$ cat config.mk
export PLATFORM = sky130hd
export DESIGN_NAME = countdown_timer_ctrl_flat
export DESIGN_NICKNAME = d
export VERILOG_FILES = /design/src/rtl/countdown_timer_ctrl_if.sv /design/src/rtl/countdown_timer_ctrl.sv /design/src/flat_wrapper.sv
export SDC_FILE = /design/constraint.sdc
export NUM_CORES = 1
export LEC_CHECK = 0
export BUFFER_PORTS_ARGS = -buffer_cell sky130_fd_sc_hd__buf_2
export CAP_MARGIN = 20
export CORE_MARGIN = 2
export CORE_UTILIZATION = 51
export DETAILED_ROUTE_END_ITERATION = 8
export PLACE_DENSITY_LB_ADDON = 0.2
export SLEW_MARGIN = 20
export SYNTH_ARGS = -nofsm -noshare
export SYNTH_HDL_FRONTEND = slang
export SYNTH_SLANG_ARGS = --single-unit
$ cat constraint.sdc
create_clock -name clk -period 1.96 [get_ports clk]
set_input_delay 0.196 -clock clk [delete_from_list [all_inputs] [get_ports clk]]
set_output_delay 0.196 -clock clk [all_outputs]
set_load 0.03 [all_outputs]
$ cat src/rtl/countdown_timer_ctrl_if.sv
// Control/status bundle between software-side control logic and the
// countdown timer controller.
interface countdown_timer_ctrl_if #(
  parameter int WIDTH = 4
);
  logic             start;
  logic             pause;
  logic             abort;
  logic             auto_reload;
  logic [WIDTH-1:0] load_val;
  logic [WIDTH-1:0] count;
  logic             tick;
  logic             busy;
  logic             paused;
  logic             done;

  // Control side: issues commands, observes counter status.
  modport master (
    output start, pause, abort, auto_reload, load_val,
    input  count, tick, busy, paused, done
  );

  // Timer side: accepts commands, reports counter status.
  modport slave (
    input  start, pause, abort, auto_reload, load_val,
    output count, tick, busy, paused, done
  );
endinterface

$ cat src/rtl/countdown_timer_ctrl.sv
// Countdown timer controller: loads a start value, decrements once every
// PRESCALE running cycles, supports pause, abort and auto-reload, and
// strobes done for the single cycle spent at terminal count.
module countdown_timer_ctrl #(
  parameter int WIDTH    = 4,
  parameter int PRESCALE = 4
) (
  input logic                  clk,
  input logic                  reset,
  countdown_timer_ctrl_if.slave bus
);

  // A single-cycle prescaler still needs one bit; it simply stays at zero.
  localparam int              PS_W    = (PRESCALE > 1) ? $clog2(PRESCALE) : 1;
  localparam logic [PS_W-1:0] PS_LAST = PS_W'(PRESCALE - 1);

  typedef enum logic [1:0] {
    IDLE = 2'd0,
    RUN  = 2'd1,
    HOLD = 2'd2,
    DONE = 2'd3
  } state_t;

  state_t           state_q, state_nx;
  logic [WIDTH-1:0] count_q, count_nx;
  logic [PS_W-1:0]  psc_q, psc_nx;
  logic             busy_q, paused_q, done_q;
  logic             tick_w;
  logic             load_nz;

  assign load_nz = (bus.load_val != '0);

  // A step happens only while running undisturbed with the prescaler at its last phase.
  assign tick_w = (state_q == RUN) && !bus.abort && !bus.pause && (psc_q == PS_LAST);

  assign bus.count  = count_q;
  assign bus.tick   = tick_w;
  assign bus.busy   = busy_q;
  assign bus.paused = paused_q;
  assign bus.done   = done_q;

  // State, counter, prescaler and flag registers; flags decode the next state
  // so they change on the same edge as the state itself.
  always_ff @(posedge clk or posedge reset) begin
    if (reset) begin
      state_q  <= IDLE;
      count_q  <= '0;
      psc_q    <= '0;
      busy_q   <= 1'b0;
      paused_q <= 1'b0;
      done_q   <= 1'b0;
    end else begin
      state_q  <= state_nx;
      count_q  <= count_nx;
      psc_q    <= psc_nx;
      busy_q   <= (state_nx == RUN) || (state_nx == HOLD);
      paused_q <= (state_nx == HOLD);
      done_q   <= (state_nx == DONE);
    end
  end

  // Next-state, counter and prescaler update; abort outranks pause, which
  // outranks stepping or starting.
  always_comb begin
    state_nx = state_q;
    count_nx = count_q;
    psc_nx   = psc_q;
    unique case (state_q)
      IDLE: begin
        if (bus.abort) begin
          count_nx = '0;
        end else if (bus.start) begin
          if (load_nz) begin
            count_nx = bus.load_val;
            psc_nx   = '0;
            state_nx = RUN;
          end else begin
            state_nx = DONE;
          end
        end
      end
      RUN: begin
        if (bus.abort) begin
          count_nx = '0;
          psc_nx   = '0;
          state_nx = IDLE;
        end else if (bus.pause) begin
          state_nx = HOLD;
        end else if (tick_w) begin
          psc_nx = '0;
          if (count_q == WIDTH'(1)) begin
            count_nx = '0;
            state_nx = DONE;
          end else if (count_q != '0) begin
            count_nx = count_q - WIDTH'(1);
          end
        end else begin
          psc_nx = psc_q + PS_W'(1);
        end
      end
      HOLD: begin
        if (bus.abort) begin
          count_nx = '0;
          psc_nx   = '0;
          state_nx = IDLE;
        end else if (!bus.pause) begin
          state_nx = RUN;
        end
      end
      DONE: begin
        if (!bus.abort && bus.auto_reload && load_nz) begin
          count_nx = bus.load_val;
          psc_nx   = '0;
          state_nx = RUN;
        end else begin
          state_nx = IDLE;
          if (bus.abort) count_nx = '0;
        end
      end
      default: state_nx = IDLE;
    endcase
  end

endmodule

$ cat src/flat_wrapper.sv
// flat-port wrapper written by rule: the top's interface ports become plain ports
module countdown_timer_ctrl_flat 
#(
  parameter int WIDTH    = 4,
  parameter int PRESCALE = 4
)
  (clk, reset, bus_start, bus_pause, bus_abort, bus_auto_reload, bus_load_val, bus_count, bus_tick, bus_busy, bus_paused, bus_done);
  countdown_timer_ctrl_if #(.WIDTH(WIDTH)) bus_i ();
  input logic clk;
  input logic reset;
  input wire logic [$bits(bus_i.start)-1:0] bus_start;
  input wire logic [$bits(bus_i.pause)-1:0] bus_pause;
  input wire logic [$bits(bus_i.abort)-1:0] bus_abort;
  input wire logic [$bits(bus_i.auto_reload)-1:0] bus_auto_reload;
  input wire logic [$bits(bus_i.load_val)-1:0] bus_load_val;
  output wire logic [$bits(bus_i.count)-1:0] bus_count;
  output wire logic [$bits(bus_i.tick)-1:0] bus_tick;
  output wire logic [$bits(bus_i.busy)-1:0] bus_busy;
  output wire logic [$bits(bus_i.paused)-1:0] bus_paused;
  output wire logic [$bits(bus_i.done)-1:0] bus_done;
  assign bus_i.start = bus_start;
  assign bus_i.pause = bus_pause;
  assign bus_i.abort = bus_abort;
  assign bus_i.auto_reload = bus_auto_reload;
  assign bus_i.load_val = bus_load_val;
  assign bus_count = bus_i.count;
  assign bus_tick = bus_i.tick;
  assign bus_busy = bus_i.busy;
  assign bus_paused = bus_i.paused;
  assign bus_done = bus_i.done;
  countdown_timer_ctrl #(.WIDTH(WIDTH), .PRESCALE(PRESCALE)) u_core (.clk(clk), .reset(reset), .bus(bus_i));
endmodule
After elaboration in Yosys (flattened, before gate mapping):

Index checks and enable logic that the tools add are counted.

* bits in registers: 11
* bits of input ports: 10
* output and inout port bits: 8
* word-level logic and storage cells: 70

* $add $sub $neg: 2
* equal/unequal tests: 18
* mux-type cells: 31
* reduce and logical (&&, ||, !) cells: 13

Operator list (count)
* $mux W4: 10
* $mux W2: 17
* $pmux W2 S4: 2
* $pmux W4 S4: 1
* $eq A2 B2 Y1 const B: 5
* $ne A3 B3 Y1 const B: 3
* $reduce_bool A4 Y1: 2
* $ne A2 B2 Y1 const B: 3
* $reduce_and A6 Y1: 1
* $logic_and A1 B1 Y1: 5
* $reduce_and A5 Y1: 1
* $eq A2 B1 Y1 const B: 2
* $eq A4 B1 Y1 const B: 1
* $ne A2 B1 Y1 const B: 2
* $ne A4 B4 Y1 const B: 1
* $sub A4 B1 Y4 const B: 1
* $ne A3 B2 Y1 const B: 1
* $add A2 B1 Y2 const B: 1
* $logic_not A1 Y1: 2
* $logic_not A2 Y1: 1
* $logic_or A1 B1 Y1: 1
* $mux W1: 1

Depth between registers and ports, before layout:

Gate-level depths: netlist of run 1.

* depth after elaboration: 10
* depth in mapped cells: 7

Worst setup path after synthesis of run 1:

Ideal clock, no wire load.

* path kind: register -> register
* start: register u_core.count_q[0], in the netlist u_core.bus.count[0]
* end: register u_core.busy_q, in the netlist u_core.bus.busy
* setup time: 63 ps
* arrival time: 1845 ps
* path slack: 52 ps
* cell stages (with the launch flop): 6
* buffers on the path: 0
* cells stage by stage: dfrtp_1 -> ha_1 -> a41oi_1 -> a2111oi_0 -> ha_1 -> inv_1

* word-level cells in the longest chain between the ends: 8
* elaborated cells between the ends (all ways): 9

Ends and longest elaborated chain
* start: declaration: line countdown_timer_ctrl.sv:25 `logic [WIDTH-1:0] count_q, count_nx;`
* start signal: assignment: line countdown_timer_ctrl.sv:54 `count_q <= count_nx;`
* $eq A4 B1 Y1 (*): line countdown_timer_ctrl.sv:91 `if (count_q == WIDTH'(1)) begin`
* $mux W2 (*): line countdown_timer_ctrl.sv:91
* $mux W2 (*): line countdown_timer_ctrl.sv:89 `end else if (tick_w) begin`
* $mux W2 (*): line countdown_timer_ctrl.sv:87 `end else if (bus.pause) begin`
* $mux W2 (*): line countdown_timer_ctrl.sv:83 `if (bus.abort) begin`
* $pmux W2 S4 (*): line countdown_timer_ctrl.sv:68 `unique case (state_q)`
* net u_core.state_nx[1]: line countdown_timer_ctrl.sv:24 `state_t state_q, state_nx;`
* $eq A2 B1 Y1 or $eq A2 B2 Y1 (tied branches): line countdown_timer_ctrl.sv:56 `busy_q <= (state_nx == RUN) || (state_nx == HOLD);`
* $logic_or A1 B1 Y1 (*): line countdown_timer_ctrl.sv:56
* end signal: assignment: line countdown_timer_ctrl.sv:56
* end: declaration: line countdown_timer_ctrl.sv:27 `logic busy_q, paused_q, done_q;`

The timed path passes the listed nets; every way through them passes the cells marked *.
A chain may end at the register's enable or synchronous reset.

Final worst setup path of run 1:

* start: register u_core.count_q[0], in the netlist u_core.bus.count[0]
* end: register u_core.count_q[1], in the netlist u_core.bus.count[1]

* word-level cells in the longest chain between the ends: 7
* elaborated cells between the ends (all ways): 11

Ends and longest elaborated chain
* $sub A4 B1 Y4: line countdown_timer_ctrl.sv:95 `count_nx = count_q - WIDTH'(1);`
* $mux W4: line countdown_timer_ctrl.sv:94 `end else if (count_q != '0) begin`
* $mux W4: line countdown_timer_ctrl.sv:91
* $mux W4: line countdown_timer_ctrl.sv:89
* $mux W4: line countdown_timer_ctrl.sv:87
* $mux W4: line countdown_timer_ctrl.sv:83
* $pmux W4 S4: line countdown_timer_ctrl.sv:68

Several ways; a longest one is shown, not always the timed one. The select of a mux whose other input is x is not followed.

==> results of run 1 <==
-- stage by stage --
step | utilization (%) | total power [mW] | hold WS, ns | instance area (um^2) | std cells
after detailed placement | 63.3 | 0.689 | 0.212 | 845 | 108
after CTS | 66.0 | 0.849 | 0.284 | 881 | 113
final | 66.1 | 0.847 | 0.296 | 882 | 113
after global routing | 66.1 | 0.908 | 0.305 | 882 | 113
after floorplan | - | 0.589 | 0.0484 | 746 | 77
after global placement | 63.3 | 0.682 | 0.208 | 845 | 108
-- worst min-delay path, cell delays in order --
cell     delay [ns]
buf_2          0.11
a32oi_1        0.06
o22ai_1        0.15
-- cell type report --
| class | count | area [um^2] |
|---|---|---|
| Timing Repair Buffer | 20 | 110 |
| Sequential cell | 11 | 275 |
| Fill cell | 111 | 452 |
| Multi-Input combinational cell | 55 | 422 |
| Tap cell | 15 | 18.8 |
| Inverter | 8 | 30.0 |
| Clock buffer | 4 | 26.3 |
-- cells in the final DEF (no fill, tap or decap), types with 2 or more instances in the layout --
| cell | synthesis | routed |
|---|---|---|
| a21oi_1 | 5 | 5 |
| a22o_1 | 2 | 2 |
| a32oi_1 | 2 | 2 |
| buf_2 | 1 | 17 |
| buf_4 | 0 | 2 |
| clkbuf_4 | 0 | 3 |
| dfrtp_1 | 11 | 11 |
| ha_1 | 5 | 5 |
| inv_1 | 8 | 8 |
| nand2_1 | 3 | 3 |
| nand2b_1 | 3 | 3 |
| nand3_1 | 2 | 2 |
| nor2_1 | 3 | 3 |
| nor3_1 | 4 | 4 |
| o221a_2 | 2 | 2 |
| o22ai_1 | 3 | 3 |
| o32a_2 | 2 | 2 |
-- logic make-up (layout without fill, tap and decap cells) --
kind of cell	count (synthesis)	count (layout)
compound gates	23	23
xor+xnor	1	1
fa+ha+maj	5	5
buf+inv	11	32
flops	11	11
simple gates	26	26
-- report_power, final --
group,switching (mW),internal (mW),total (mW)
Clock,0.0765,0.0786,0.155
Sequential,0.0502,0.270,0.321
Combinational,0.221,0.150,0.371
-- sequential cells by signal, summed over array words and instances, names as in the netlist --
signal and flops:
u_core.bus.busy 1, u_core.bus.count 4, u_core.bus.done 1, u_core.bus.paused 1, u_core.psc_q 2, u_core.state_q 2
-- per-layer routing --
layer	vias to the layer above	track usage, %	share of wire [%]
li1	333	-	-
met5	-	0	0
met2	20	29.5	42
met3	2	2.59	5.2
met1	331	31.7	53
met4	0	9.38	0.75
-- repair_timing --
action	4_1_cts	5_1_grt
gates resized for setup	0	1
setup endpoints to repair	0	1
hold buffers	1	0
hold endpoints to repair	11	0
-- worst paths after layout --
path / end / slack [ns] / cells after the start
setup / recovery: u_core.bus.count[1]$_DFFE_PP0P_ / 0.09 / 5
hold / removal: u_core.bus.count[3]$_DFFE_PP0P_ / 0.30 / 3
setup reg to reg: u_core.bus.count[1]$_DFFE_PP0P_ / 0.09 / 5
hold reg to reg: u_core.psc_q[1]$_DFFE_PP0P_ / 0.51 / 1
max in group asynchronous: u_core.psc_q[0]$_DFFE_PP0P_ / 1.20 / 3
min in group asynchronous: u_core.bus.count[1]$_DFFE_PP0P_ / 0.46 / 3
==> impl_metrics.py, run 1 <==
metrics = {
    "run_status": {
        "status": "completed",
    },
    "setup_path": {
        "cp_max_fo": 6,
        "slowest_delay_ns": 0.44,
        "crit_path_top_delay_cell": "dfrtp_1",
        "crit_chain": "ha_1 > nor4b_1 > nor3_1 > or4_1 > o31ai_1",
        "worst_ep_required_time_ns": 2.13,
        "crit_type": "register to register",
        "path_delay_family": "simple AND/OR/NAND/NOR gates",
        "crit_path_start": "u_core.bus.count[0]$_DFFE_PP0P_",
        "cp.arrival_ns": 2.04,
        "crit-reg2reg-launch": "u_core.bus.count[0]$_DFFE_PP0P_",
        "worstSetupEndpointType": "register",
        "start_kind": "register",
        "path_buf_inv": 0,
    },
    "floorplanning": {
        "num_rows": 13,
        "die_w_um": 42.2,
        "start_util_pct": 55.9,
        "ios": 18,
        "core_area_um2": 1330,
        "die_area_um2": 1780,
        "fp.dieH_um": 42.2,
    },
    "timing": {
        "post-route-period-util_pct": 95.6,
        "setup_viol": 0,
        "tightest_slew_ns": 0.455,
        "post-route-min-period_ns": 1.87,
        "rsz0062_at_grt": "false",
        "maxSlewViolCount": 0,
        "hold_viol": 0,
        "final.setup.tns_ns": 0,
        "worst_slack_ns": 0.0857,
        "fin_worst_skew_ns": 0.00617,
        "max_slew_margin_pct": 69.4,
        "max_freq_mhz": 534,
    },
    "placement": {
        "gp_congestion": 0.888,
        "io_buffer_count": 17,
        "pre_cts_ws_ns": 0.155,
        "dp_hpwl_um": 1230,
    },
    "clocking": {
        "cts_tree": "done",
        "clk_latency_ns": 0.26,
        "htree_levels": 1,
        "cts_root_buf": "clkbuf_4",
        "cts_sinks": 11,
        "clkSlewWorstSetupHoldPaths_ns": 0.08,
        "cts_buffers": 3,
        "cts_max_path_buffers": 2,
        "post_cts_buffers": 0,
    },
    "route": {
        "final_antenna_net_count": 0,
        "drc": 0,
        "drt_iter0_drc": 31,
        "wl_um": 1610,
        "vias_per_cell": 6.07,
        "vias": 686,
        "drtPass1Iterations": 6,
        "wl_per_cell_um": 14.2,
    },
    "yosys": {
        "synth_compound_area_share_pct": 24.5,
        "synthCells": 77,
        "syn_area_um2": 746,
        "yosys.area_share.simple_pct": 22.3,
        "avgSynthCellArea_um2": 9.68,
        "synthFlopType": "dfrtp_1",
        "synth_common_cells": "dfrtp_1, inv_1, a21oi_1, ha_1, nor3_1",
        "synth_most_common_cell": "dfrtp_1",
        "yosys_warnings": 0,
        "synth-seq-area-share_pct": 36.9,
        "ys_ff_latch": 11,
        "netlist.area_leader.share_pct": 36.9,
        "yosysTopAreaCell": "dfrtp_1",
        "synthArstFlopShare_pct": 100,
        "synthXorXnorAreaFrac_pct": 1.17,
        "synth_nets": 92,
        "synth_edf_count": 0,
        "ys_types": 36,
        "synth.area.top_cells": "dfrtp_1, ha_1, inv_1",
        "yosys.area_share.adder_pct": 8.39,
        "synth_top_family_by_area": "compound AO/OA/AOI/OAI gates",
        "synthMuxAreaShare_pct": 0,
    },
    "global_routing": {
        "grt_overflow": 0,
        "grt_pass1_vias": 614,
        "grt_pass1_wl_um": 2870,
        "grt_max_degree": 14,
        "antenna_found_initial": 0,
        "grt_usage_pct": 21.0,
    },
    "worst_hold_path": {
        "worstHoldStart": "bus_load_val[3]",
        "hp-class": "input pin to register",
    },
    "power": {
        "power_density_nw_per_um2": 960,
        "vdd_drop_max_uv": 617,
        "power_leakage_nw": 0.429,
    },
    "cells_and_area": {
        "area_growth_pct": 18.3,
        "layout.nets": 114,
        "antennaDiodeCount": 0,
        "drive_gt1_share_pct": 29.6,
    },
    "run": {
        "drv_cap": 0,
    },
}
(Power assumes the default switching activity.)
==> run 2: changes to the inputs <==
--- a/config.mk
+++ b/config.mk
@@ -7,8 +7,10 @@
 export LEC_CHECK = 0
 export BUFFER_PORTS_ARGS = -buffer_cell sky130_fd_sc_hd__buf_2
 export CAP_MARGIN = 20
+export CELL_PAD_IN_SITES_DETAIL_PLACEMENT = 0
+export CELL_PAD_IN_SITES_GLOBAL_PLACEMENT = 2
 export CORE_MARGIN = 2
-export CORE_UTILIZATION = 51
+export CORE_UTILIZATION = 31
 export DETAILED_ROUTE_END_ITERATION = 8
 export PLACE_DENSITY_LB_ADDON = 0.2
 export SLEW_MARGIN = 20
==> constraint.sdc (replaced) <==
create_clock -name clk -period 1.9 [get_ports clk]
set_input_delay 0.19 -clock clk [delete_from_list [all_inputs] [get_ports clk]]
set_output_delay 0.19 -clock clk [all_outputs]
set_load 0.03 [all_outputs]
==> run 2 against run 1 <==
  * Cell count grew 13%
  * Final area grew 4.4%
  * Sequential share of layout area shrank 1.3 points
  * Critical path depth grew 1
  * Die area grew 58%
  * Power grew 5.4%
  * Combinational power grew 7.0%
  * First-iteration DRC count shrank 65%
  * Via count grew 4.7%
  * Clock power grew 8%
  * Register-to-register slack is essentially flat
==> impl_metrics.py, run 2 (synthesis results as in run 1) <==
metrics = {
    "worst_hold_path": {
        "hp-class": "input pin to register",
        "worstHoldStart": "bus_abort",
        "min_delay_path_depth": 2,
        "holdPathEnd": "u_core.bus.count[1]$_DFFE_PP0P_",
    },
    "setup_path": {
        "cp_max_fo": 3,
        "start_kind": "register",
        "crit_type": "register to register",
        "worst_ep_required_time_ns": 2.05,
        "worstSetupEndpointType": "register",
        "rr_endpoint": "u_core.bus.count[2]$_DFFE_PP0P_",
        "r2r_slack_ns": 0.08,
        "crit-reg2reg-launch": "u_core.bus.count[1]$_DFFE_PP0P_",
        "cp.arrival_ns": 1.97,
        "r2r_cells": 6,
    },
    "cells_and_area": {
        "utilization_pct": 41.2,
        "fin_area_um2": 921,
        "fin_cells": 128,
        "final_common_cell": "buf_2",
        "fillers": 224,
        "antennaDiodeCount": 0,
        "drive_gt1_share_pct": 33.0,
        "area_growth_pct": 23.5,
        "final_cell_mix": "buf_2, dfrtp_1, inv_1",
        "layout.nets": 116,
        "largest_reg_flops": 4,
    },
    "clocking": {
        "cts_sinks": 11,
        "cts_tree": "done",
        "clkSlewWorstSetupHoldPaths_ns": 0.09,
        "cts_max_path_buffers": 2,
        "cts_buffers": 3,
        "clk_latency_ns": 0.28,
        "cts_root_buf": "clkbuf_4",
        "htree_levels": 1,
    },
    "global_routing": {
        "grt_overflow": 0,
        "antenna_found_initial": 0,
        "grt_max_degree": 14,
        "grt_pass1_vias": 651,
        "grt_pass1_wl_um": 3000,
        "grt_usage_pct": 15.0,
    },
    "power": {
        "power_leakage_nw": 0.444,
        "p_int_mw": 0.521,
        "power_density_nw_per_um2": 969,
        "vdd_drop_max_uv": 436,
        "swShare_pct": 41.6,
        "p_seq_share_pct": 36.8,
        "fin_total_pwr_mw": 0.892,
        "clkPwrFrac_pct": 18.7,
        "netSwitchingPower_mw": 0.372,
        "pwr-share-comb_pct": 44.5,
    },
    "route": {
        "drtPass1Iterations": 4,
        "vias_per_cell": 5.61,
        "vias": 718,
        "final_antenna_net_count": 0,
        "wl_per_cell_um": 14.2,
        "wl_um": 1820,
        "drc": 0,
        "drt_iter0_drc": 11,
    },
    "timing": {
        "fin_worst_skew_ns": 0.0135,
        "hold_viol": 0,
        "post-route-period-util_pct": 95.6,
        "max_freq_mhz": 550,
        "maxSlewViolCount": 0,
        "post-route-min-period_ns": 1.82,
        "final.setup.tns_ns": 0,
        "max_slew_margin_pct": 70.0,
        "rsz0062_at_grt": "false",
        "tightest_slew_ns": 0.450,
        "setup_viol": 0,
    },
    "floorplanning": {
        "fp.dieH_um": 53.0,
        "start_util_pct": 33.4,
        "core_area_um2": 2230,
        "num_rows": 17,
        "die_area_um2": 2810,
        "die_w_um": 53.0,
        "ios": 18,
    },
    "run_status": {
        "status": "completed",
    },
    "run": {
        "drv_cap": 0,
    },
    "placement": {
        "dp_hpwl_um": 1460,
        "place_area_um2": 877,
        "gp_congestion": 0.799,
        "io_buffer_count": 17,
        "dpl.cell_count": 123,
    },
}
==> run 2: layout make-up <==
type | count | area (um^2) | area share [%]
Clock buffer | 3 | 22.5 | 2.45
Clock inverter | 1 | 5.00 | 0.543
Inverter | 8 | 30.0 | 3.26
Multi-Input combinational cell | 55 | 428 | 46.5
Sequential cell | 11 | 275 | 29.9
Tap cell | 28 | 35.0 | 3.80
Timing Repair Buffer | 22 | 125 | 13.6
==> run 2: through the flow <==
step,hold WS [ns],setup slack [ns]
6_report,0.273,0.0831
5_1_grt,0.300,0.0195
4_1_cts,0.271,0.121
3_5_place_dp,0.215,0.148
3_3_place_gp,0.211,0.126
2_1_floorplan,0.0424,0.0877
==> run 2: timing repair <==
item / in CTS / in global routing
hold buffers: 1 / 0
hold endpoints to repair: 11 / 0
setup endpoints to repair: 0 / 2
setup buffers: 0 / 0
gates resized for setup: 0 / 1
==> run 2: how the worst max path moves through the flow <==
stage / startpoint / endpoint / slack, ns
2_1_floorplan: u_core.bus.count[0]$_DFFE_PP0P_ / u_core.bus.count[2]$_DFFE_PP0P_ / 0.09
3_3_place_gp: u_core.bus.count[1]$_DFFE_PP0P_ / u_core.bus.count[2]$_DFFE_PP0P_ / 0.13
3_5_place_dp: u_core.bus.count[0]$_DFFE_PP0P_ / u_core.bus.count[1]$_DFFE_PP0P_ / 0.15
4_1_cts: u_core.bus.count[1]$_DFFE_PP0P_ / u_core.bus.count[3]$_DFFE_PP0P_ / 0.12
5_1_grt: u_core.bus.count[1]$_DFFE_PP0P_ / u_core.bus.count[3]$_DFFE_PP0P_ / 0.02
6_report: u_core.bus.count[1]$_DFFE_PP0P_ / u_core.bus.count[2]$_DFFE_PP0P_ / 0.08
==> run 2: per-layer routing <==
layer	global-route usage, %	routed length (um)	vias up
li1	-	-	339
met1	20.3	894	346
met2	22.7	798	29
met3	3.39	106	4
met4	6.41	22	0
met5	0	0	-
==> run 2: power by group through the flow <==
stage	sequential [mW]	combinational [mW]	clock (mW)
after floorplan	0.387	0.222	0
after global placement	0.331	0.396	0
after detailed placement	0.332	0.389	0
after CTS	0.328	0.392	0.172
after global routing	0.338	0.436	0.188
final	0.328	0.397	0.167
==> run 2: critical path, cell delays in order (launching register included) <==
cell and delay [ns]:
dfrtp_1 0.40, inv_1 0.09, ha_1 0.21, or3b_2 0.47, and3_1 0.22, a32oi_1 0.21, o22ai_1 0.10
